File: config.mk
export PLATFORM = sky130hd
export DESIGN_NAME = lcd_msg_reader
export DESIGN_NICKNAME = d
export VERILOG_FILES = /design/src/rtl/lcd_msg_reader_pkg.sv /design/src/rtl/lcd_msg_reader.sv
export SDC_FILE = /design/constraint.sdc
export NUM_CORES = 1
export LEC_CHECK = 0
export CORE_AREA = 10 10 85 69
export CTS_CLUSTER_DIAMETER = 40
export DETAILED_ROUTE_END_ITERATION = 8
export DIE_AREA = 0 0 95 79
export PLACE_DENSITY = 0.66
export SYNTH_ARGS = -nofsm -noshare
export SYNTH_HDL_FRONTEND = slang
export SYNTH_SLANG_ARGS = --single-unit
export TNS_END_PERCENT = 10
File: constraint.sdc
create_clock -name clk -period 5.4 [get_ports clk]
set_input_delay 1.62 -clock clk [delete_from_list [all_inputs] [get_ports clk]]
set_output_delay 1.62 -clock clk [all_outputs]
set_load 0.02 [all_outputs]
File: src/rtl/lcd_msg_reader_pkg.sv
// Shared state encoding, message geometry and base-address helper for the
// LCD message ROM reader.
package lcd_pkg;

  localparam int ADDR_W   = 11;
  localparam int MSG_LEN  = 32;
  localparam int LINE_LEN = 16;
  localparam int SEL_W    = 6;
  localparam int IDX_W    = $clog2(MSG_LEN);
  localparam int COL_W    = $clog2(LINE_LEN);

  localparam logic [7:0] TERM_CHAR = 8'hFF;

  localparam logic [ADDR_W-1:0] MSG0_BASE = ADDR_W'(0);
  localparam logic [ADDR_W-1:0] MSG1_BASE = ADDR_W'(32);

  typedef enum logic [2:0] {
    IDLE    = 3'd0,
    ADDR    = 3'd1,
    WAIT    = 3'd2,
    PRESENT = 3'd3,
    DONE    = 3'd4
  } state_t;

  // First ROM address of a message; anything above the ROM size is dropped.
  function automatic logic [ADDR_W-1:0] msg_base(input logic [SEL_W-1:0] sel);
    logic [31:0] full;
    full = 32'(sel) * 32'(MSG_LEN);
    return full[ADDR_W-1:0];
  endfunction

endpackage

File: src/rtl/lcd_msg_reader.sv
// Walks one message out of the synchronous message ROM and hands each
// character to the LCD writer over a valid/ready handshake.
module lcd_msg_reader
  import lcd_pkg::*;
(
  input  logic              clk,
  input  logic              reset,
  input  logic              start,
  input  logic [SEL_W-1:0]  msg_sel,
  input  logic              abort,
  output logic [ADDR_W-1:0] memory_addr,
  input  logic [7:0]        data,
  output logic [7:0]        char_data,
  output logic              char_valid,
  input  logic              char_ready,
  output logic              char_line,
  output logic              line_start,
  output logic              busy,
  output logic              msg_done
);

  state_t             state_q, state_d;
  logic [ADDR_W-1:0]  addr_q, addr_d;
  logic [IDX_W-1:0]   index_q, index_d;
  logic [7:0]         char_data_q, char_data_d;
  logic               char_valid_q, char_valid_d;
  logic               char_line_q, char_line_d;
  logic               line_start_q, line_start_d;
  logic               busy_q, busy_d;
  logic               msg_done_q, msg_done_d;

  logic               last_char;
  logic               second_line;
  logic               first_of_line;

  assign last_char     = (index_q == IDX_W'(MSG_LEN - 1));
  assign second_line   = (index_q >= IDX_W'(LINE_LEN));
  assign first_of_line = (index_q[COL_W-1:0] == '0);

  always_comb begin
    state_d      = state_q;
    addr_d       = addr_q;
    index_d      = index_q;
    char_data_d  = char_data_q;
    char_valid_d = char_valid_q;
    char_line_d  = char_line_q;
    line_start_d = line_start_q;
    msg_done_d   = 1'b0;

    // abort overrides everything, including a start arriving in IDLE
    if (abort) begin
      state_d      = IDLE;
      char_valid_d = 1'b0;
    end else begin
      case (state_q)
        IDLE: begin
          if (start) begin
            state_d = ADDR;
            addr_d  = msg_base(msg_sel);
            index_d = '0;
          end
        end
        ADDR: begin
          state_d = WAIT;
        end
        WAIT: begin
          if (data == TERM_CHAR) begin
            state_d    = DONE;
            msg_done_d = 1'b1;
          end else begin
            state_d      = PRESENT;
            char_data_d  = data;
            char_line_d  = second_line;
            line_start_d = first_of_line;
            char_valid_d = 1'b1;
          end
        end
        PRESENT: begin
          if (char_ready) begin
            char_valid_d = 1'b0;
            if (last_char) begin
              state_d    = DONE;
              msg_done_d = 1'b1;
            end else begin
              state_d = ADDR;
              index_d = index_q + 1'b1;
              addr_d  = addr_q + 1'b1;
            end
          end
        end
        DONE: begin
          state_d = IDLE;
        end
        default: begin
          state_d      = IDLE;
          char_valid_d = 1'b0;
        end
      endcase
    end

    busy_d = (state_d != IDLE);
  end

  always_ff @(posedge clk or posedge reset) begin
    if (reset) begin
      state_q      <= IDLE;
      addr_q       <= '0;
      index_q      <= '0;
      char_data_q  <= '0;
      char_valid_q <= 1'b0;
      char_line_q  <= 1'b0;
      line_start_q <= 1'b0;
      busy_q       <= 1'b0;
      msg_done_q   <= 1'b0;
    end else begin
      state_q      <= state_d;
      addr_q       <= addr_d;
      index_q      <= index_d;
      char_data_q  <= char_data_d;
      char_valid_q <= char_valid_d;
      char_line_q  <= char_line_d;
      line_start_q <= line_start_d;
      busy_q       <= busy_d;
      msg_done_q   <= msg_done_d;
    end
  end

  assign memory_addr = addr_q;
  assign char_data   = char_data_q;
  assign char_valid  = char_valid_q;
  assign char_line   = char_line_q;
  assign line_start  = line_start_q;
  assign busy        = busy_q;
  assign msg_done    = msg_done_q;

endmodule

==> impl_metrics.tcl <==
set metrics [dict create \
    status "finished clean" \
    combinational_family_with_the_most_area_after_synthesis "simple AND/OR/NAND/NOR gates" \
    post_synth_and_or_nand_nor_area_fraction 0.187 \
    detail_route.vias_per_cell 5.28 \
    rr_endpoint "index_q[3]" \
    post-synth-top-area-cell "dfrtp_1" \
    dp_hpwl_um 2760 \
    clock_latency_ns 0.28 \
    cts_root_buf "clkbuf_8" \
    worst_path_depth 4 \
    core_area_um2 4260 \
    first_pass_iters 4 \
    worst_setup_path_end_kind "flop" \
    critical_path_arrival_ns 3.57 \
    synth_commonest_cells "dfrtp_1 (32), nand2_1 (15), a21oi_1 (10), mux2_4 (10), nand3_1 (10)" \
    yosys_register_bits 32 \
    post_cts_resize_count 0 \
    worst-path-max-fanout 10 \
    synth-main-ff-cell "dfrtp_1" \
    drt-initial-drc-count 70 \
    regToRegSetupSlack_ns 3.04 \
    post-synth-top-count-cell "dfrtp_1" \
    top_layer_reached_by_signal_wires "met4" \
    worstRegToRegCells 7 \
    final_period_minus_worst_setup_slack_ns 3.41 \
    synth_area_um2 1640 \
    final-max-slew-violation-count 0 \
    synthAdderAreaFrac 0.0306 \
    grt.total_usage 0.103 \
    mappedNetlistNets 178 \
    finalSetupViolations 0 \
    synth.avg_cell_area_um2 10.6 \
    worst_slew_margin_rel 0.485 \
    met3_wirelength_um 192 \
    die_y_um 79 \
    synth_async_sr_flop_share 1.00 \
    clkSinkCount 32 \
    critPathRequiredTime_ns 5.57 \
    gpl.final_weighted_congestion 0.826 \
    grt_first_pass_wirelength_um 6260 \
    synth-compound-area-share 0.135 \
    finalHoldViolations 0 \
    startpoint "abort" \
    syn2layout_area_growth_pct 33.1 \
    slew_of_the_pin_with_the_lowest_slew_margin_ns 0.767 \
    worstReg2RegStart "index_q[0]" \
    setup_repair_after_global_routing_missed_its_margin "false" \
    synth-edff-count 0 \
    postCtsSetupRepairBufs 0 \
    ios 43 \
    clk_pin_slew_ns 0.07 \
    grt_start_max_net_pins 33 \
    cpLargestDelayFamily "simple AND/OR/NAND/NOR gates" \
    wl_per_cell_um 14.9 \
    first_global_vias 1263 \
    final.hold.worst_slack_ns 0.517 \
    num-nets-final 218 \
    initial_utilization 0.384 \
    fin_crit_sh 0.631 \
    synth_top_area_frac 0.490 \
    met1_length_um 1670 \
    cts.htree.levels 2 \
    crit_path_cell_trace "clkdlybuf4s50_1 -> or2_4 -> or4b_1 -> mux2_4" \
    yosys.area_share.xor_xnor 0.0214 \
    row_count 21 \
    cts_hold_buf 0 \
    largest_voltage_drop_on_the_vdd_net_v 0.000161 \
    finalSetupTns_ns 0 \
    synth.mux.area_fraction 0.0979 \
    power_leakage_nw 0.952 \
    initial_antenna_violation_count 0 \
    post_synth_inst_count 155 \
    yosysSeqAreaShare 0.490 \
    power_density_normalized_to_cell_area_nw_per_um2 368 \
    worst_hold_path_type "flop to flop" \
    clock_tree.buffer_depth 2 \
    drtAntennaViolNets 0 \
    timing.max_cap.violations 0 \
    tritoncts "yes" \
    yosysUniqueCellTypes 33 \
    antenna-diode-count 0 \
    timing.critical_path.to "char_data[2]" \
    critical-path-max-stage-delay_ns 0.81 \
    floorplan.die.width_um 95 \
    synth_warnings 0 \
    share_of_cells_above_drive_strength_1 0.112 \
    clock_buffers_created_by_tritoncts 5 \
    fp.dieArea_um2 7510 \
    max_clock_freq_mhz 294 \
    globalRoute.totalOverflow 0 \
    cp-start-kind "primary input" \
    finalWirelength_um 3780 \
    slowest_stage "or4b_1" \
    buffers_on_ports 42 \
    finalClockSkew_ns 0.00225 \
    wl_met2_um 1850 \
    critPathBufInv 1 \
    critPathKind "primary input to flop" \
    vias 1337 \
    holdPathStages 1 \
    detail_route.drc_violations 0 \
    ys_top_cells_by_area "dfrtp_1 (49%), mux2_4 (9.2%), nand2_1 (3.4%)" \
]
-- flip-flops by register name (all words and copies together), names as in the netlist --
signal and count:
memory_addr 11, char_data 8, char_valid 1, index_q 5
busy 1, char_line 1, line_start 1, state_q 3
msg_done 1
-- layout by cell type, fill, tap and decap left out, types with 3 or more instances in the layout --
master | Yosys | layout
xor2_1 | 4 | 4
inv_1 | 3 | 3
nor2_1 | 7 | 7
dfrtp_1 | 32 | 32
o21ai_0 | 6 | 6
and3_1 | 6 | 6
a21oi_1 | 10 | 10
nand4_1 | 7 | 7
a2bb2oi_1 | 6 | 6
nand2_1 | 15 | 15
nand3_1 | 10 | 10
clkbuf_8 | 0 | 6
mux2_4 | 10 | 10
clkdlybuf4s50_1 | 0 | 42
o22ai_1 | 4 | 4
o211ai_1 | 4 | 4
ha_1 | 4 | 4
-- how the worst min path moves through the flow --
stage / slack [ns] / startpoint / end
floorplan: 0.47 / index_q[4] / index_q[4]
global placement: 0.50 / index_q[4] / index_q[4]
detailed placement: 0.50 / char_data[3] / char_data[3]
CTS: 0.52 / char_data[6] / char_data[6]
global route: 0.53 / char_data[6] / char_data[6]
finish: 0.52 / char_data[6] / char_data[6]
-- metrics by stage --
stage                     setup slack, ns  instance area [um^2]  power, mW  std cells   util
after floorplan                      2.45                  1640      0.483        155      -
after global placement               1.74                  2080      0.613        245  0.490
after detailed placement             1.70                  2080      0.617        245  0.490
after CTS                            2.00                  2180      0.813        253  0.511
after global routing                 1.93                  2180      0.841        253  0.511
final                                1.99                  2180      0.801        253  0.511
-- final cells by class --
type | count | area, um^2
Clock buffer | 6 | 82.6
Clock inverter | 2 | 10.0
Fill cell | 399 | 2080
Inverter | 3 | 11.3
Multi-Input combinational cell | 110 | 773
Sequential cell | 32 | 801
Tap cell | 57 | 71.3
Timing Repair Buffer | 43 | 428
-- worst reg2reg max path, stage by stage (launching register included) --
cell,delay (ns)
dfrtp_1,0.41
ha_1,0.20
and3_1,0.16
ha_1,0.20
and4b_1,0.30
o21ai_1,0.65
o21a_1,0.23
a2bb2oi_1,0.15
-- kinds of logic (layout without fill, tap and decap cells) --
family	Yosys count	count (layout)
and+or+nand+nor	56	56
DFF	32	32
adders and majority gates	4	4
buffers and inverters	13	54
xor gates and xnor gates	4	4
muxes	11	11
AOI/OAI and AO/OA	35	35
-- routing by layer --
layer,GRT usage,vias to the layer above
met2,0.166,30
met3,0.0282,5
met5,0,-
met1,0.125,652
met4,0.0493,0
li1,-,650
-- where the power goes --
group,switching (mW),internal [mW]
Combinational,0.124,0.155
Clock,0.0888,0.102
Sequential,0.0416,0.290
Total,0.254,0.547
(Power assumes the default switching activity.)
